**src/rtl/da_platform_pkg.sv**
```systemverilog
// ----------------------------------------------------------------------------
// da_platform_pkg: command codes, slot constants and FSM state types. Rev 1.0
// ----------------------------------------------------------------------------
`default_nettype none

package da_platform_pkg;

  localparam int HOST_WIDTH = 16;
  localparam int NUM_SLOTS  = 4;

  localparam logic [7:0] CMD_FIFO_WRITE   = 8'h20;
  localparam logic [7:0] AUD_FIFO_WRITE   = 8'h10;
  localparam logic [7:0] AUD_FIFO_READ    = 8'h11;
  localparam logic [7:0] UPDATE_BLOCKING  = 8'h40;
  localparam logic [7:0] FIFO_READ_STATUS = 8'h41;
  localparam logic [7:0] DEST_BROADCAST   = 8'hFF;

  localparam logic [7:0] SLOT_START_RECORDING = 8'h01;
  localparam logic [7:0] SLOT_STOP_RECORDING  = 8'h02;
  localparam logic [7:0] SPI_READ_REG         = 8'h10;
  localparam logic [7:0] SPI_WRITE_REG        = 8'h11;

  typedef enum logic [3:0] {
    ST_DEST, ST_CMD, ST_LEN_HI, ST_LEN_LO, ST_DATA,
    ST_CK_HI, ST_CK_LO, ST_SDATA, ST_WAIT
  } parser_state_t;

  typedef enum logic [3:0] {
    FR_IDLE, FR_DEST, FR_CMD, FR_CNT_HI, FR_CNT_LO,
    FR_RD, FR_SUM_HI, FR_SUM_LO, FR_LVL
  } frame_state_t;

  function automatic logic is_full_cmd(input logic [7:0] cmd);
    return (cmd == CMD_FIFO_WRITE) || (cmd == AUD_FIFO_WRITE);
  endfunction

  // Simple commands with no payload still consume one pad word.
  function automatic logic [23:0] simple_words(input logic [7:0] cmd);
    return (cmd == AUD_FIFO_READ) ? 24'd2 : 24'd1;
  endfunction

endpackage

`default_nettype wire

```
**src/rtl/da_platform_if.sv**
```systemverilog
// ----------------------------------------------------------------------------
// da_platform_if: host, slot, read-FIFO and status signals of the engine. Rev 1.0
// ----------------------------------------------------------------------------
`default_nettype none

interface da_platform_if;
  import da_platform_pkg::*;

  logic [HOST_WIDTH-1:0]   host_in_data;
  logic                    host_in_valid;
  logic                    host_in_ready;
  logic [HOST_WIDTH-1:0]   host_out_data;
  logic                    host_out_valid;
  logic                    host_out_ready;
  logic [HOST_WIDTH-1:0]   slot_data;
  logic [7:0]              slot_id;
  logic                    slot_is_aud;
  logic                    slot_valid;
  logic                    slot_ready;
  logic [NUM_SLOTS-1:0]    blocking;
  logic [HOST_WIDTH-1:0]   rd_data;
  logic                    rd_valid;
  logic                    rd_ready;
  logic [7:0]              rd_slot;
  logic [16*NUM_SLOTS-1:0] fifo_level;
  logic                    checksum_err;

  modport slave (
    input  host_in_data, host_in_valid, host_out_ready, slot_ready,
    input  rd_data, rd_valid, fifo_level,
    output host_in_ready, host_out_data, host_out_valid,
    output slot_data, slot_id, slot_is_aud, slot_valid, blocking,
    output rd_ready, rd_slot, checksum_err
  );

  modport master (
    output host_in_data, host_in_valid, host_out_ready, slot_ready,
    output rd_data, rd_valid, fifo_level,
    input  host_in_ready, host_out_data, host_out_valid,
    input  slot_data, slot_id, slot_is_aud, slot_valid, blocking,
    input  rd_ready, rd_slot, checksum_err
  );

endinterface

`default_nettype wire

```
**src/rtl/da_reply_framer.sv**
```systemverilog
// ----------------------------------------------------------------------------
// da_reply_framer: frames audio-read and FIFO-status replies onto host_out. Rev 1.0
// ----------------------------------------------------------------------------
`default_nettype none

module da_reply_framer
  import da_platform_pkg::*;
(
  input  wire logic                    clk,
  input  wire logic                    rst_n,
  input  wire logic                    i_start_rd,
  input  wire logic                    i_start_st,
  input  wire logic [7:0]              i_dest,
  input  wire logic [7:0]              i_cmd,
  input  wire logic [31:0]             i_count,
  input  wire logic [16*NUM_SLOTS-1:0] i_levels,
  output logic                         o_busy,
  output logic [15:0]                  o_data,
  output logic                         o_valid,
  input  wire logic                    i_ready,
  input  wire logic [15:0]             i_rd_data,
  input  wire logic                    i_rd_valid,
  output logic                         o_rd_ready,
  output logic [7:0]                   o_rd_slot
);

  localparam int IDX_W = $clog2(NUM_SLOTS);

  frame_state_t            r_fst, w_fst_nxt;
  logic [7:0]              r_dest, r_cmd;
  logic [31:0]             r_cnt, r_left, r_sum;
  logic [16*NUM_SLOTS-1:0] r_lvl;
  logic [IDX_W-1:0]        r_idx;
  logic                    r_is_st;
  logic                    w_fire;

  assign w_fire    = o_valid & i_ready;
  assign o_busy    = (r_fst != FR_IDLE);
  assign o_rd_slot = r_dest;

  always_ff @(posedge clk or negedge rst_n) begin
    if (!rst_n) r_fst <= FR_IDLE;
    else        r_fst <= w_fst_nxt;
  end

  always_comb begin
    w_fst_nxt  = r_fst;
    o_data     = '0;
    o_valid    = 1'b0;
    o_rd_ready = 1'b0;
    case (r_fst)
      FR_IDLE:   if (i_start_rd || i_start_st) w_fst_nxt = FR_DEST;
      FR_DEST: begin
        o_valid = 1'b1; o_data = {8'h00, r_dest};
        if (i_ready) w_fst_nxt = FR_CMD;
      end
      FR_CMD: begin
        o_valid = 1'b1; o_data = {8'h00, r_cmd};
        if (i_ready) w_fst_nxt = r_is_st ? FR_LVL : FR_CNT_HI;
      end
      FR_CNT_HI: begin
        o_valid = 1'b1; o_data = {8'h00, r_cnt[23:16]};
        if (i_ready) w_fst_nxt = FR_CNT_LO;
      end
      FR_CNT_LO: begin
        o_valid = 1'b1; o_data = r_cnt[15:0];
        if (i_ready) w_fst_nxt = (r_left == 32'd0) ? FR_SUM_HI : FR_RD;
      end
      FR_RD: begin
        // Audio words pass straight through; the host's ready drains the FIFO.
        o_valid    = i_rd_valid;
        o_data     = i_rd_data;
        o_rd_ready = i_ready;
        if (i_rd_valid && i_ready && r_left == 32'd1) w_fst_nxt = FR_SUM_HI;
      end
      FR_SUM_HI: begin
        o_valid = 1'b1; o_data = r_sum[31:16];
        if (i_ready) w_fst_nxt = FR_SUM_LO;
      end
      FR_SUM_LO: begin
        o_valid = 1'b1; o_data = r_sum[15:0];
        if (i_ready) w_fst_nxt = FR_IDLE;
      end
      FR_LVL: begin
        o_valid = 1'b1; o_data = r_lvl[{r_idx, 4'b0000} +: 16];
        if (i_ready && r_idx == IDX_W'(NUM_SLOTS - 1)) w_fst_nxt = FR_IDLE;
      end
      default:   w_fst_nxt = FR_IDLE;
    endcase
  end

  always_ff @(posedge clk or negedge rst_n) begin
    if (!rst_n) begin
      r_dest  <= '0;
      r_cmd   <= '0;
      r_cnt   <= '0;
      r_left  <= '0;
      r_sum   <= '0;
      r_lvl   <= '0;
      r_idx   <= '0;
      r_is_st <= 1'b0;
    end else if (r_fst == FR_IDLE) begin
      if (i_start_rd || i_start_st) begin
        r_dest  <= i_start_st ? DEST_BROADCAST : i_dest;
        r_cmd   <= i_cmd;
        r_cnt   <= i_count;
        r_left  <= i_count;
        r_sum   <= '0;
        r_idx   <= '0;
        r_is_st <= i_start_st;
      end
    end else if (w_fire) begin
      case (r_fst)
        FR_CMD: if (r_is_st) r_lvl <= i_levels;
        FR_RD: begin
          r_sum  <= r_sum + {16'h0000, i_rd_data};
          r_left <= r_left - 32'd1;
        end
        FR_LVL:  r_idx <= r_idx + IDX_W'(1);
        default: ;
      endcase
    end
  end

endmodule

`default_nettype wire

```
**src/rtl/da_platform_core.sv**
```systemverilog
// ----------------------------------------------------------------------------
// da_platform_core: host word parser, slot router, blocking mask, reply issue. Rev 1.0
// ----------------------------------------------------------------------------
`default_nettype none

module da_platform_core
  import da_platform_pkg::*;
(
  input  wire logic    clk_host,
  input  wire logic    reset,
  da_platform_if.slave bus
);

  parser_state_t        r_state, w_state_nxt;
  logic                 r_run;
  logic [7:0]           r_dest, r_cmd;
  logic [23:0]          r_len;
  logic [31:0]          r_sum;
  logic [15:0]          r_ck_hi, r_arg;
  logic [NUM_SLOTS-1:0] r_blocking;
  logic                 r_ck_err;
  logic                 w_in_ready, w_in_fire, w_drop, w_last_s;
  logic                 w_start_rd, w_start_st, w_busy;

  assign w_drop     = (r_dest == DEST_BROADCAST);
  assign w_in_fire  = bus.host_in_valid & w_in_ready;
  assign w_last_s   = (r_state == ST_SDATA) && w_in_fire && (r_len == 24'd1);
  assign w_start_rd = w_last_s && (r_cmd == AUD_FIFO_READ);
  assign w_start_st = w_last_s && (r_cmd == FIFO_READ_STATUS);

  assign bus.host_in_ready = w_in_ready;
  assign bus.slot_data     = bus.host_in_data;
  assign bus.slot_id       = r_dest;
  assign bus.slot_is_aud   = (r_cmd == AUD_FIFO_WRITE);
  assign bus.slot_valid    = (r_state == ST_DATA) && bus.host_in_valid && !w_drop;
  assign bus.blocking      = r_blocking;
  assign bus.checksum_err  = r_ck_err;

  always_ff @(posedge clk_host or negedge reset) begin
    if (!reset) r_state <= ST_DEST;
    else        r_state <= w_state_nxt;
  end

  always_comb begin
    w_state_nxt = r_state;
    w_in_ready  = 1'b0;
    if (r_run) begin
      case (r_state)
        ST_DATA: w_in_ready = bus.slot_ready | w_drop;
        ST_WAIT: w_in_ready = 1'b0;
        default: w_in_ready = 1'b1;
      endcase
    end
    case (r_state)
      ST_DEST:   if (w_in_fire) w_state_nxt = ST_CMD;
      ST_CMD:    if (w_in_fire)
                   w_state_nxt = is_full_cmd(bus.host_in_data[7:0]) ? ST_LEN_HI : ST_SDATA;
      ST_LEN_HI: if (w_in_fire) w_state_nxt = ST_LEN_LO;
      ST_LEN_LO: if (w_in_fire)
                   w_state_nxt = ({r_len[23:16], bus.host_in_data} == 24'd0) ? ST_CK_HI : ST_DATA;
      ST_DATA:   if (w_in_fire && r_len == 24'd1) w_state_nxt = ST_CK_HI;
      ST_CK_HI:  if (w_in_fire) w_state_nxt = ST_CK_LO;
      ST_CK_LO:  if (w_in_fire) w_state_nxt = ST_DEST;
      ST_SDATA:  if (w_last_s) w_state_nxt = (w_start_rd || w_start_st) ? ST_WAIT : ST_DEST;
      ST_WAIT:   if (!w_busy) w_state_nxt = ST_DEST;
      default:   w_state_nxt = ST_DEST;
    endcase
  end

  always_ff @(posedge clk_host or negedge reset) begin
    if (!reset) begin
      r_run      <= 1'b0;
      r_dest     <= '0;
      r_cmd      <= '0;
      r_len      <= '0;
      r_sum      <= '0;
      r_ck_hi    <= '0;
      r_arg      <= '0;
      r_blocking <= '0;
      r_ck_err   <= 1'b0;
    end else begin
      r_run    <= 1'b1;
      r_ck_err <= 1'b0;
      if (w_in_fire) begin
        case (r_state)
          ST_DEST:   r_dest <= bus.host_in_data[7:0];
          ST_CMD: begin
            r_cmd <= bus.host_in_data[7:0];
            r_len <= simple_words(bus.host_in_data[7:0]);
            r_sum <= '0;
          end
          ST_LEN_HI: r_len <= {bus.host_in_data[7:0], 16'h0000};
          ST_LEN_LO: r_len <= {r_len[23:16], bus.host_in_data};
          ST_DATA: begin
            r_sum <= r_sum + {16'h0000, bus.host_in_data};
            r_len <= r_len - 24'd1;
          end
          ST_CK_HI:  r_ck_hi <= bus.host_in_data;
          // Dropped broadcast packets never raise a checksum error.
          ST_CK_LO:  r_ck_err <= !w_drop && ({r_ck_hi, bus.host_in_data} != r_sum);
          ST_SDATA: begin
            r_arg <= bus.host_in_data;
            r_len <= r_len - 24'd1;
            if (r_len == 24'd1 && r_cmd == UPDATE_BLOCKING)
              r_blocking <= bus.host_in_data[NUM_SLOTS-1:0];
          end
          default: ;
        endcase
      end
    end
  end

  da_reply_framer u_framer (
    .clk        (clk_host),
    .rst_n      (reset),
    .i_start_rd (w_start_rd),
    .i_start_st (w_start_st),
    .i_dest     (r_dest),
    .i_cmd      (r_cmd),
    .i_count    ({r_arg, bus.host_in_data}),
    .i_levels   (bus.fifo_level),
    .o_busy     (w_busy),
    .o_data     (bus.host_out_data),
    .o_valid    (bus.host_out_valid),
    .i_ready    (bus.host_out_ready),
    .i_rd_data  (bus.rd_data),
    .i_rd_valid (bus.rd_valid),
    .o_rd_ready (bus.rd_ready),
    .o_rd_slot  (bus.rd_slot)
  );

endmodule

`default_nettype wire

```
**src/flat_wrapper.sv**
```systemverilog
// flat-port wrapper written by rule: the top's interface ports become plain ports
module da_platform_core_flat import da_platform_pkg::*;
  (clk_host, reset, bus_host_in_data, bus_host_in_valid, bus_host_out_ready, bus_slot_ready, bus_rd_data, bus_rd_valid, bus_fifo_level, bus_host_in_ready, bus_host_out_data, bus_host_out_valid, bus_slot_data, bus_slot_id, bus_slot_is_aud, bus_slot_valid, bus_blocking, bus_rd_ready, bus_rd_slot, bus_checksum_err);
  da_platform_if bus_i ();
  input  wire logic clk_host;
  input  wire logic reset;
  input wire logic [$bits(bus_i.host_in_data)-1:0] bus_host_in_data;
  input wire logic [$bits(bus_i.host_in_valid)-1:0] bus_host_in_valid;
  input wire logic [$bits(bus_i.host_out_ready)-1:0] bus_host_out_ready;
  input wire logic [$bits(bus_i.slot_ready)-1:0] bus_slot_ready;
  input wire logic [$bits(bus_i.rd_data)-1:0] bus_rd_data;
  input wire logic [$bits(bus_i.rd_valid)-1:0] bus_rd_valid;
  input wire logic [$bits(bus_i.fifo_level)-1:0] bus_fifo_level;
  output wire logic [$bits(bus_i.host_in_ready)-1:0] bus_host_in_ready;
  output wire logic [$bits(bus_i.host_out_data)-1:0] bus_host_out_data;
  output wire logic [$bits(bus_i.host_out_valid)-1:0] bus_host_out_valid;
  output wire logic [$bits(bus_i.slot_data)-1:0] bus_slot_data;
  output wire logic [$bits(bus_i.slot_id)-1:0] bus_slot_id;
  output wire logic [$bits(bus_i.slot_is_aud)-1:0] bus_slot_is_aud;
  output wire logic [$bits(bus_i.slot_valid)-1:0] bus_slot_valid;
  output wire logic [$bits(bus_i.blocking)-1:0] bus_blocking;
  output wire logic [$bits(bus_i.rd_ready)-1:0] bus_rd_ready;
  output wire logic [$bits(bus_i.rd_slot)-1:0] bus_rd_slot;
  output wire logic [$bits(bus_i.checksum_err)-1:0] bus_checksum_err;
  assign bus_i.host_in_data = bus_host_in_data;
  assign bus_i.host_in_valid = bus_host_in_valid;
  assign bus_i.host_out_ready = bus_host_out_ready;
  assign bus_i.slot_ready = bus_slot_ready;
  assign bus_i.rd_data = bus_rd_data;
  assign bus_i.rd_valid = bus_rd_valid;
  assign bus_i.fifo_level = bus_fifo_level;
  assign bus_host_in_ready = bus_i.host_in_ready;
  assign bus_host_out_data = bus_i.host_out_data;
  assign bus_host_out_valid = bus_i.host_out_valid;
  assign bus_slot_data = bus_i.slot_data;
  assign bus_slot_id = bus_i.slot_id;
  assign bus_slot_is_aud = bus_i.slot_is_aud;
  assign bus_slot_valid = bus_i.slot_valid;
  assign bus_blocking = bus_i.blocking;
  assign bus_rd_ready = bus_i.rd_ready;
  assign bus_rd_slot = bus_i.rd_slot;
  assign bus_checksum_err = bus_i.checksum_err;
  da_platform_core u_core (.clk_host(clk_host), .reset(reset), .bus(bus_i));
endmodule
```
**config.mk**
```make
export PLATFORM = sky130hd
export DESIGN_NAME = da_platform_core_flat
export DESIGN_NICKNAME = d
export VERILOG_FILES = /design/src/rtl/da_platform_pkg.sv /design/src/rtl/da_platform_if.sv /design/src/rtl/da_reply_framer.sv /design/src/rtl/da_platform_core.sv /design/src/flat_wrapper.sv
export SDC_FILE = /design/constraint.sdc
export NUM_CORES = 1
export LEC_CHECK = 0
export ABC_AREA = 1
export CORE_MARGIN = 2
export CORE_UTILIZATION = 59
export CTS_CLUSTER_SIZE = 30
export DETAILED_ROUTE_END_ITERATION = 7
export GPL_ROUTABILITY_DRIVEN = 1
export PLACE_DENSITY = 0.84
export SKIP_CTS_REPAIR_TIMING = 1
export SYNTH_ARGS = -nofsm -noshare
export SYNTH_HDL_FRONTEND = slang
export SYNTH_SLANG_ARGS = --single-unit
export TNS_END_PERCENT = 50
```
**constraint.sdc**
```tcl
create_clock -name clk_host -period 2.6 [get_ports clk_host]
set_clock_uncertainty 0.1 [all_clocks]
set_input_delay 0.52 -clock clk_host [delete_from_list [all_inputs] [get_ports clk_host]]
set_output_delay 0.52 -clock clk_host [all_outputs]
set_load 0.03 [all_outputs]
```
Yosys cells after proc, flatten, opt, wreduce, memory -nomap -nowiden. Cells that the tools add are included.

Output and inout port bits: 58. Logic and storage cells: 167. Bits in registers: 289. Bits of input ports: 102.

Bitwise gates (word level): 5. Muxes and demuxes: 48. Eq/ne operators: 46. Shift operators: 1. Add/sub/neg operators: 5. Reduce and logical (&&, ||, !) cells: 42.

Operator list (number): 32-bit two-way mux (8); 16-bit case mux with 8 select lines (1); 24-bit case mux with 4 select lines (1); 4-bit two-way mux (20); 4-bit case mux with 9 select lines (2); 32-bit by 16-bit adder with 32-bit output (2); 32-bit case mux with 2 select lines (1); 64-bit by 7-bit indexed part select with 16-bit output (1); 32-bit by 1-bit equality test with 1-bit output, second input constant (1); 4-bit by 3-bit equality test with 1-bit output, second input constant (8); 8-bit by 5-bit equality test with 1-bit output, second input constant (4); 32-bit zero test (1); 32-bit != test (1); 32-bit by 1-bit subtractor with 32-bit output, second input constant (1); 24-bit by 1-bit equality test with 1-bit output, second input constant (1); 24-bit zero test (1); 24-bit by 1-bit subtractor with 24-bit output, second input constant (1); 2-bit != test, second input constant (10); 9-bit AND reduction (2); 4-bit by 2-bit equality test with 1-bit output, second input constant (4); 8-bit by 7-bit equality test with 1-bit output, second input constant (2); 2-bit by 1-bit != test with 1-bit output, second input constant (8); 2-bit AND reduction (7); 1-bit logical AND (12); 24 further kinds (47).

Logic depth before layout (Yosys ltp).
Depth after elaboration: 12. Depth in mapped cells: 14.

Hierarchy. Synthesis repeated with hierarchy kept, for this count alone.

Cells, all modules: 2564. Area, all modules: 17838.4 um^2.

By module, submodules not included: da_reply_framer (cells an instance 1458, sequential area each 4379.2 um^2, area an instance 10351.2 um^2, times used 1); da_platform_core (cells an instance 1106, sequential area each 2852.7 um^2, area an instance 7487.2 um^2, times used 1).

Worst setup path after synthesis. Ideal clock, no wire load.

Kind: input-to-reg. From: input bus_host_in_data[0]. To: register u_core.r_sum[22]. Data required time: 2.414 ns. Stages: 11. Slack: 0.360 ns. Buffers on the path: 0. Arrival: 2.054 ns. Path through: ha_1 -> fa_1 -> nand2_1 -> nand2_1 -> o21ai_0 -> o21ai_0 -> nand2_1 -> nand2_1 -> nand2_1 -> nor2_1 -> nor3_1.

Cells in the longest elaborated chain, start to end: 2.

Ends and longest elaborated chain: start, declared (RTL line flat_wrapper.sv:7) `input wire logic [$bits(bus_i.host_in_data)-1:0] bus_host_in_data;`; 32-bit by 16-bit adder with 32-bit output (RTL line da_platform_core.sv:95) `r_sum <= r_sum + {16'h0000, bus.host_in_data};`; 32-bit case mux with 2 select lines (RTL line da_platform_core.sv:85) `case (r_state)`; end signal, assigned (RTL line da_platform_core.sv:95); end, declared (RTL line da_platform_core.sv:18) `logic [31:0] r_sum;`.

No other way between the ends. A chain may end at the register's enable or synchronous reset.

Worst setup path in the final report.
From: register u_core.u_framer.r_fst[3]. To: output bus_host_out_data[7].

Cells in the longest elaborated chain, start to end: 2.

Ends and longest elaborated chain: start, declared (RTL line da_reply_framer.sv:29) `frame_state_t r_fst, w_fst_nxt;`; start signal, assigned (RTL line da_reply_framer.sv:43) `else r_fst <= w_fst_nxt;`; 4-bit equality test (tied with other cells) (RTL line da_reply_framer.sv:51) `case (r_fst)`; 16-bit case mux with 8 select lines (*) (RTL line da_reply_framer.sv:51); end, declared (RTL line flat_wrapper.sv:15) `output wire logic [$bits(bus_i.host_out_data)-1:0] bus_host_out_data;`.

Mark *: on every way between the ends. The rest lies on a longest branch, timed or not.

==> flow_summary_export.csv <==
group,metric,value,unit
floorplanning,die_h,176.7,um
placed_design,port_buffers,159,
layout,final_core_util,0.7692,
floorplanning,rows,63,
setup_path,crit_slowest_cell,"dfrtp_1",
run_status,outcome,"finished with violations",
detailed_routing,vias,18967,
run_status,violations,"negative setup slack",
setup_path,path_buf_inv,4,
floorplanning,die_w,176.7,um
setup_path,critical_path_class,"register to output pin",
setup_path,r2r-start,"u_core.u_framer.r_fst[0]",
hold_path,hold_class,"primary input to asynchronous set/reset pin",
logic_synthesis,yosysSeqAreaShare,0.4111,
setup_path,cp_slowest_stage_delay,0.40,ns
sta,rsz0062_at_grt,"true",
detailed_routing,routed_wl,60960,um
power_and_ir_drop,powerDensity,987.6,nW/um2
global_routing,grt-ovfl-total,0,
detailed_routing,wl_per_cell,18.94,um
sta,period_minus_slack,2.909,ns
detailed_routing,firstDrtPassIters,7,
layout,drive_above_1_share,0.1425,
layout,num-nets-final,2947,
setup_path,critPathTopFamily,"buffers and inverters",
sta,min_period_over_period,1.119,
sta,final-max-slew-violation-count,0,
layout,ff_latch_area,7236,um2
floorplanning,die-area,31210,um2
clock_tree,cts_sinks,289,
floorplanning,core-area,29480,um2
layout,n_antenna_cell,0,
detailed_routing,drt_iter0_markers,2198,
flow_run,drv_cap,0,
logic_synthesis,syn_area,17590,um2
sta,setup_violations,18,
placed_design,hpwl,43220,um
global_routing,antenna_found_initial,0,
clock_tree,clkLatencyLatePin,0.57,ns
layout,multi_input_area,9125,um2
power_and_ir_drop,combPwrFrac,0.512,
layout,syn2layout_area_growth,28.91,%
power_and_ir_drop,p_total,22.40,mW
logic_synthesis,ys_warn_count,0,
floorplanning,initial_core_util,0.5967,
logic_synthesis,ys_async_sr_fraction,1.000,
sta,whs,0.3816,ns
logic_synthesis,synth_top_cell_by_area,"dfrtp_1",
clock_tree,cts_root_buf,"clkbuf_16",
layout,fillers,2133,
logic_synthesis,synth_area_per_cell,7.062,um2
setup_path,cp-start-kind,"register",
global_routing,grt_pass1_wl,90810,um
detailed_routing,antenna_left,0,
clock_tree,cts_buffers,31,
layout,mostFrequentLayoutCells,"nand2_1, inv_1, dfrtp_1",
sta,fin_ws,-0.3087,ns
logic_synthesis,synth_top_area_share,0.4111,
clock_tree,cts_tree,"done",
global_routing,grt_util_all_layers,0.3685,
sta,final-hold-violation-count,0,
setup_path,worstPathMaxFanout,4,
sta,timing.fmax,343.8,MHz
clock_tree,cts.clk_slew.worst_paths,0.06,ns
setup_path,startpoint,"u_core.u_framer.r_fst[3]",
power_and_ir_drop,power_switching,9.690,mW
setup_path,r2r-end,"u_core.u_framer.r_lvl[0]",
setup_path,cp_common_cell,"buf_4",
logic_synthesis,netlist_instances,2491,
detailed_routing,drc,0,
power_and_ir_drop,p_int,12.71,mW
logic_synthesis,ys.flop_type,"dfrtp_1",
logic_synthesis,synth_nets,2632,
logic_synthesis,synth-edff-count,0,
floorplanning,num_io_pins,160,
power_and_ir_drop,p_clk_frac,0.206,
power_and_ir_drop,ir_drop,0.0007535,V
logic_synthesis,synth_area_leaders,"dfrtp_1, nand2_1, inv_1",
detailed_routing,via_per_inst,5.892,
power_and_ir_drop,seqPwrFrac,0.282,
logic_synthesis,synth_cell_types,56,
sta,tightestPinTransition,0.7017,ns
setup_path,rrSetupSlack,-0.01,ns
setup_path,path_cells,"inv_2 -> nand2_4 -> buf_4 -> nor2_4 -> buf_4 -> a221oi_2 -> o2111ai_1 -> clkbuf_2",
setup_path,cp_data_arrival_time,2.29,ns
placed_design,place.gp.congestion,0.9728,
logic_synthesis,yosys_register_bits,289,
setup_path,r2r_cells,13,
layout,finalNonFillerCells,3219,
layout,final_common_cell,"nand2_1",
global_routing,grt_max_degree,73,
clock_tree,clockBufferDepth,3,
clock_tree,h-tree-depth,1,
setup_path,crit_path_end_kind,"output pin",
global_routing,grt_pass1_vias,17555,
power_and_ir_drop,netSwitchingFraction,0.4326,
placed_design,dp.cells,3137,
setup_path,crit_required,1.98,ns
sta,slew_headroom,0.5311,
power_and_ir_drop,p_leak,11.68,nW
worst max-delay path by stage:
stage / end / slack [ns] / cells after the start
4_1_cts: bus_host_out_data[7] / -0.68 / 8
3_5_place_dp: u_core.r_sum[22] / -0.30 / 12
6_report: bus_host_out_data[7] / -0.31 / 8
3_3_place_gp: u_core.r_sum[26] / -0.25 / 13
2_1_floorplan: u_core.r_sum[22] / 0.36 / 11
5_1_grt: bus_host_out_data[1] / -0.30 / 6
synthesized netlist by cell type (26+ instances only):
cell      count
nand2_1     761
o21ai_0     220
nand4_1      41
buf_2        30
dfrtp_1     289
inv_1       313
clkbuf_1     35
xnor2_1      33
nor3_1       37
o22ai_1      35
o21ai_1      30
nand3_1     171
a21oi_1      45
nor2_1      234
xor2_1       26
ha_1         37
routing by layer:
metal / vias to the layer above / wire length (um) / global-route usage
li1: 8681 / - / -
met3: 258 / 5474 / 0.04790
met1: 8925 / 23640 / 0.4821
met5: - / 0 / 0
met4: 0 / 3666 / 0.1739
met2: 1103 / 28180 / 0.6107
power by group through the flow:
stage | Clock, mW | Combinational, mW | Sequential, mW
floorplan | 0 | 6.40 | 6.16
global placement | 0 | 10.0 | 6.25
detailed placement | 0 | 10.2 | 6.30
CTS | 4.62 | 10.3 | 6.23
global route | 4.81 | 12.5 | 6.39
finish | 4.62 | 11.5 | 6.31
logic make-up after synthesis:
kind of cell	Yosys count	share of synthesized area
AOI/OAI and AO/OA	385	0.1233
muxes	2	0.001138
xor gates and xnor gates	59	0.02938
other	1	0.0002132
buffers and inverters	411	0.09474
adders and majority gates	39	0.02859
and+or+nand+nor	1305	0.3115
DFF	289	0.4111
state kept, by name (all words and copies together) (netlist names), 8 cells and up:
register,count
u_core.u_framer.r_sum,32
u_core.u_framer.r_left,32
u_core.bus.slot_id,8
u_core.r_len,24
u_core.u_framer.r_cmd,8
u_core.r_sum,32
u_core.u_framer.r_lvl,64
u_core.u_framer.r_cnt,24
u_core.r_arg,16
u_core.r_cmd,8
u_core.u_framer.o_rd_slot,8
u_core.r_ck_hi,16
metrics by stage:
step / setup TNS (ns) / area, um2 / setup slack (ns)
2_1_floorplan: 0 / 17590 / 0.3596
6_report: -3.199 / 22680 / -0.3087
4_1_cts: -6.146 / 21820 / -0.6830
3_5_place_dp: -6.394 / 20760 / -0.2950
5_1_grt: -4.468 / 22680 / -0.3000
3_3_place_gp: -4.203 / 20760 / -0.2480
cell type report:
| cell class | count | share of cell area |
|---|---|---|
| clock buffers | 43 | 0.03973 |
| multi-input cells | 1791 | 0.4024 |
| flip-flops and latches | 289 | 0.3191 |
| repair buffers | 368 | 0.1562 |
| well taps | 390 | 0.02152 |
| clock inverters | 13 | 0.006842 |
| inverters | 325 | 0.05424 |
Power figures use the tool's default switching activity.
